[src/rtl/vliw_forward_unit.sv]
// Per-lane forwarding and hazard control for the VLIW integer datapaths.
// Tracks Rd/RegWrite across E/M/W and steers each lane's operand muxes.
module vliw_forward_unit #(
  parameter int LANES = 4
) (
  input  logic                  clk,
  input  logic                  reset,
  input  logic [LANES-1:0][4:0] Rs1D,
  input  logic [LANES-1:0][4:0] Rs2D,
  input  logic [LANES-1:0][4:0] RdD,
  input  logic [LANES-1:0]      RegWriteD,
  input  logic [LANES-1:0]      MemReadD,
  input  logic                  StallE,
  input  logic                  FlushE,
  input  logic                  StallM,
  input  logic                  FlushM,
  input  logic                  StallW,
  input  logic                  FlushW,
  output logic [LANES-1:0][1:0] ForwardAE,
  output logic [LANES-1:0][1:0] ForwardBE,
  output logic [LANES-1:0][1:0] ForwardSelect_Rs1,
  output logic [LANES-1:0][1:0] ForwardSelect_Rs2,
  output logic                  LoadStallD,
  output logic                  WAWErr
);

  logic [LANES-1:0][4:0] rs1_e;
  logic [LANES-1:0][4:0] rs2_e;
  logic [LANES-1:0][4:0] rd_e;
  logic [LANES-1:0]      we_e;
  logic [LANES-1:0]      ld_e;
  logic [LANES-1:0][4:0] rd_m;
  logic [LANES-1:0]      we_m;
  logic [LANES-1:0][4:0] rd_w;
  logic [LANES-1:0]      we_w;
  logic                  waw_err;
  logic                  waw_hit;

  always_ff @(posedge clk or posedge reset) begin
    if (reset) begin
      rs1_e <= '0;
      rs2_e <= '0;
      rd_e  <= '0;
      we_e  <= '0;
      ld_e  <= '0;
    end else if (!StallE) begin
      if (FlushE) begin
        rs1_e <= '0;
        rs2_e <= '0;
        rd_e  <= '0;
        we_e  <= '0;
        ld_e  <= '0;
      end else begin
        rs1_e <= Rs1D;
        rs2_e <= Rs2D;
        rd_e  <= RdD;
        we_e  <= RegWriteD;
        ld_e  <= MemReadD;
      end
    end
  end

  always_ff @(posedge clk or posedge reset) begin
    if (reset) begin
      rd_m <= '0;
      we_m <= '0;
    end else if (!StallM) begin
      if (FlushM) begin
        rd_m <= '0;
        we_m <= '0;
      end else begin
        rd_m <= rd_e;
        we_m <= we_e;
      end
    end
  end

  always_ff @(posedge clk or posedge reset) begin
    if (reset) begin
      rd_w <= '0;
      we_w <= '0;
    end else if (!StallW) begin
      if (FlushW) begin
        rd_w <= '0;
        we_w <= '0;
      end else begin
        rd_w <= rd_m;
        we_w <= we_m;
      end
    end
  end

  // Scan high-to-low so the lowest matching lane is the last to win.
  function automatic logic [3:0] pick(input logic [4:0] rs);
    logic [1:0] fwd;
    logic [1:0] sel;
    logic       hit_m;
    fwd   = 2'b00;
    sel   = 2'b00;
    hit_m = 1'b0;
    if (rs != 5'd0) begin
      for (int j = LANES - 1; j >= 0; j--) begin
        if (we_m[j] && rd_m[j] == rs) begin
          hit_m = 1'b1;
          fwd   = 2'b10;
          sel   = j[1:0];
        end
      end
      if (!hit_m) begin
        for (int j = LANES - 1; j >= 0; j--) begin
          if (we_w[j] && rd_w[j] == rs) begin
            fwd = 2'b01;
            sel = j[1:0];
          end
        end
      end
    end
    return {fwd, sel};
  endfunction

  always_comb begin
    ForwardAE         = '0;
    ForwardBE         = '0;
    ForwardSelect_Rs1 = '0;
    ForwardSelect_Rs2 = '0;
    for (int i = 0; i < LANES; i++) begin
      {ForwardAE[i], ForwardSelect_Rs1[i]} = pick(rs1_e[i]);
      {ForwardBE[i], ForwardSelect_Rs2[i]} = pick(rs2_e[i]);
    end
  end

  always_comb begin
    LoadStallD = 1'b0;
    for (int j = 0; j < LANES; j++) begin
      if (ld_e[j] && we_e[j] && rd_e[j] != 5'd0) begin
        for (int k = 0; k < LANES; k++) begin
          if (rd_e[j] == Rs1D[k] || rd_e[j] == Rs2D[k])
            LoadStallD = 1'b1;
        end
      end
    end
  end

  always_comb begin
    waw_hit = 1'b0;
    for (int i = 0; i < LANES; i++) begin
      for (int j = i + 1; j < LANES; j++) begin
        if (we_m[i] && we_m[j] &&
            rd_m[i] == rd_m[j] && rd_m[i] != 5'd0)
          waw_hit = 1'b1;
      end
    end
  end

  always_ff @(posedge clk or posedge reset) begin
    if (reset)        waw_err <= 1'b0;
    else if (waw_hit) waw_err <= 1'b1;
  end

  assign WAWErr = waw_err;

endmodule

[config.mk]
export PLATFORM = sky130hd
export DESIGN_NAME = vliw_forward_unit
export DESIGN_NICKNAME = d
export VERILOG_FILES = /design/src/rtl/vliw_forward_unit.sv
export SDC_FILE = /design/constraint.sdc
export NUM_CORES = 1
export LEC_CHECK = 0
export ABC_AREA = 1
export CELL_PAD_IN_SITES_DETAIL_PLACEMENT = 1
export CELL_PAD_IN_SITES_GLOBAL_PLACEMENT = 2
export CORE_MARGIN = 1.5
export CORE_UTILIZATION = 35
export DETAILED_ROUTE_END_ITERATION = 12
export GPL_ROUTABILITY_DRIVEN = 1
export HOLD_SLACK_MARGIN = 0.02
export PLACE_DENSITY_LB_ADDON = 0.1
export SLEW_MARGIN = 15
export SYNTH_ARGS = -nofsm -noshare
export SYNTH_HDL_FRONTEND = slang
export SYNTH_SLANG_ARGS = --single-unit
export TNS_END_PERCENT = 50
[constraint.sdc]
create_clock -name clk -period 11.93 [get_ports clk]
set_clock_uncertainty 0.1 [all_clocks]
set_input_delay 1.7895 -clock clk [delete_from_list [all_inputs] [get_ports clk]]
set_output_delay 1.7895 -clock clk [all_outputs]
set_load 0.02 [all_outputs]
==> impl_metrics.tcl <==
set metrics [dict create \
    outcome "finished, final reports clean" \
    fmax_ghz 0.1683 \
    final_util 0.3934 \
    slew_headroom 0.3040 \
    setup-tns-final_ps 0 \
    cts.path.max_buffers 2 \
    grt_max_degree 69 \
    drt_iter0_drc 1604 \
    rrSetupSlack_ps 9450 \
    finalMaxSlewViolations 0 \
    crit_fanout 5 \
    antenna_found_initial 0 \
    nets 2025 \
    synthToLayoutAreaGrowth_pct 10.29 \
    clockPowerShare 0.312 \
    die_h_um 191.1 \
    postRouteAntennaNets 0 \
    total_power_w 0.001569 \
    cts_root_buffer "clkbuf_16" \
    cap_violations 0 \
    cts-resized-gates 0 \
    dieArea_um2 36510 \
    critPathKind "in -> out" \
    worstMarginPinSlew_ps 1044 \
    worstReg2RegStart "rd_m[1]" \
    grt_remaining_overflow 0 \
    wirelength_um 66990 \
    cp.required_ps 10040 \
    fin_cells 2416 \
    hold_viol 0 \
    holdPathEnd "ld_e[3]" \
    grt_pass1_wl_um 97750 \
    switchingPower_w 0.0006807 \
    drc 0 \
    holdCritStartpoint "ld_e[3]" \
    holdPathStages 2 \
    nFillCells 4589 \
    multi_input_area_um2 7677 \
    period_minus_slack_ps 5940 \
    path_cells "clkdlybuf4s50_1 > inv_1 > nand2_1 > nand2_1 > nor2_1 > nand4_1 > nand2_1 > nor2_1 > nand2_1 > nand2_1 > nand2_1 > inv_1 > nand2_1 > clkdlybuf4s50_1" \
    gp_congestion 0.9561 \
    comb_power_share 0.331 \
    clkSlewWorstSetupHoldPaths_ps 60 \
    power-per-cell-area_nw_per_um2 114.9 \
    timing.final.crit_share 0.4979 \
    viasPerCell 6.080 \
    ff_latch_area_um2 2928 \
    rsz0062_at_grt "false" \
    htreeDepth 4 \
    worstSetupStartpointType "primary input" \
    ctsHoldBuffers 0 \
    synth_warnings 0 \
    port_buffers 109 \
    drtPass1Iterations 6 \
    core_um2 34710 \
    synth.distinct_cells 36 \
    cp_slowest_cell "clkdlybuf4s50_1" \
    p_int_w 0.0008888 \
    post_drt_wl_per_cell_um 27.73 \
    grt_usage 0.3675 \
    yosysSeqAreaShare 0.2365 \
    clk_latency_ps 430 \
    arrival_ps 4050 \
    synth_fp_nets 2073 \
    grt_pass1_vias 14304 \
    setup_viol 0 \
    synth.avg_cell_area_um2 6.200 \
    layout-drive-gt1-share 0.05813 \
    worst_slack_ps 5990 \
    post-place-ws_ps 5941 \
    cts_tree "done" \
    r2r_end "WAWErr" \
    hp-class "reg -> reg" \
    die_w_um 191.1 \
    cts_buffers 17 \
    cp_common_cell "nand2_1" \
    synth_cells 1997 \
    postCtsSetupBuffers 0 \
    dp_hpwl_um 46880 \
    io_pins 110 \
    max-vdd-ir-drop_mv 0.07219 \
    switching_share 0.4337 \
    synth_seq_cells 117 \
    cts_sinks 117 \
    total_leakage_power_nw 6.566 \
    antennaDiodeCount 0 \
    syn_area_um2 12380 \
    vias 14689 \
    path_buf_inv 4 \
    cpLargestDelayFamily "buffers and inverters" \
    cpPeakStageDelay_ps 620 \
    dp_cells 2385 \
    rows 68 \
    p_seq_frac 0.356 \
    rr_worst_depth 7 \
    cp-end-kind "output pin" \
    start_util 0.3567 \
]
kinds of logic (layout without fill, tap and decap cells):
logic type             count (synthesis)  in the layout  share of synthesized area
AO/OA/AOI/OAI                        425            425                     0.2021
flip-flops                           117            117                     0.2365
AND/OR/NAND/NOR                      895            895                     0.3019
XOR/XNOR                             164            164                     0.1160
buffers and inverters                396            360                     0.1435
cell usage after synthesis (all sizes together):
cell type / number / share of area
clkbuf: 54 / 0.016
clkinv: 7 / 0.0021
a211oi: 1 / 0.00061
inv: 207 / 0.063
nor3: 22 / 0.0089
a31oi: 8 / 0.0040
nor4: 1 / 0.00051
o22ai: 226 / 0.12
nand2b: 8 / 0.0040
o311ai: 4 / 0.0028
xnor2: 77 / 0.054
xor2: 87 / 0.062
nor2: 215 / 0.069
dfrtp: 117 / 0.24
or2: 3 / 0.0015
o21ai: 68 / 0.029
buf: 128 / 0.062
o21a: 1 / 0.00061
o2111ai: 7 / 0.0050
a21oi: 108 / 0.044
nand3: 83 / 0.037
nand2: 519 / 0.16
o211ai: 2 / 0.0012
nand4: 44 / 0.022
layer usage:
layer | track usage | share of wire | vias to the layer above
met5 | 0 | 0 | -
met3 | 0.06205 | 0.082 | 197
met1 | 0.4913 | 0.42 | 7212
li1 | - | - | 6429
met2 | 0.5680 | 0.44 | 851
met4 | 0.1884 | 0.056 | 0
tightest hold or removal path, cell delays in order, from the launching register on:
cell and delay, ps:
dfrtp_1 350, nand2_1 50, o21ai_0 60
power by group through the flow:
stage	sequential, W	combinational [W]	clock [W]
after detailed placement	0.000558	0.000510	0
after floorplan	0.000446	0.000419	0
after global placement	0.000558	0.000499	0
final	0.000559	0.000520	0.000490
after global routing	0.000555	0.000567	0.000505
after CTS	0.000551	0.000512	0.000491
worst max path at each step:
stage          startpoint         end  slack [ps]  depth (start not counted)
2_1_floorplan       reset      WAWErr        6940                          1
3_5_place_dp     Rs1D[13]  LoadStallD        5940                         14
6_report         Rs1D[12]  LoadStallD        5990                         14
4_1_cts          Rs1D[13]  LoadStallD        5930                         14
5_1_grt          Rs1D[12]  LoadStallD        5800                         14
3_3_place_gp     Rs1D[13]  LoadStallD        5970                         14
through the flow:
step                hold WS, ps  instance area (um^2)
global route              435.6                 13660
detailed placement        390.5                 13120
global placement          374.1                 13120
CTS                       406.0                 13660
floorplan                 346.3                 12380
finish                    400.6                 13660
area by class of cell:
| type | instances | area share |
|---|---|---|
| multi-input combinational | 1484 | 0.5622 |
| clock inverter | 13 | 0.007147 |
| tap | 455 | 0.04169 |
| inverter | 214 | 0.05919 |
| sequential | 117 | 0.2144 |
| timing repair buffer | 115 | 0.08320 |
| clock buffer | 18 | 0.03216 |
sequential cells by signal (all words and copies together), names as in the netlist:
register  count
we_e          4
rd_e         20
ld_e          4
rd_w         20
we_m          4
we_w          4
WAWErr        1
rs1_e        20
rs2_e        20
rd_m         20
layout by cell type, fill, tap and decap left out, drive strengths merged:
| master | synthesis | final |
|---|---|---|
| o21ai | 68 | 68 |
| clkdlybuf4s50 | 0 | 109 |
| inv | 207 | 212 |
| dfrtp | 117 | 117 |
| xnor2 | 77 | 77 |
| o211ai | 2 | 2 |
| nand2b | 8 | 8 |
| o22ai | 226 | 226 |
| clkinv | 7 | 11 |
| nor3 | 22 | 22 |
| buf | 128 | 6 |
| o2111ai | 7 | 7 |
| a31oi | 8 | 8 |
| o21a | 1 | 1 |
| clkbuf | 54 | 18 |
| nand3 | 83 | 83 |
| or2 | 3 | 3 |
| o311ai | 4 | 4 |
| a21oi | 108 | 108 |
| a211oi | 1 | 1 |
| clkinvlp | 0 | 4 |
| nand2 | 519 | 519 |
| xor2 | 87 | 87 |
| nand4 | 44 | 44 |
| nor4 | 1 | 1 |
| nor2 | 215 | 215 |
(Power assumes the default switching activity.)
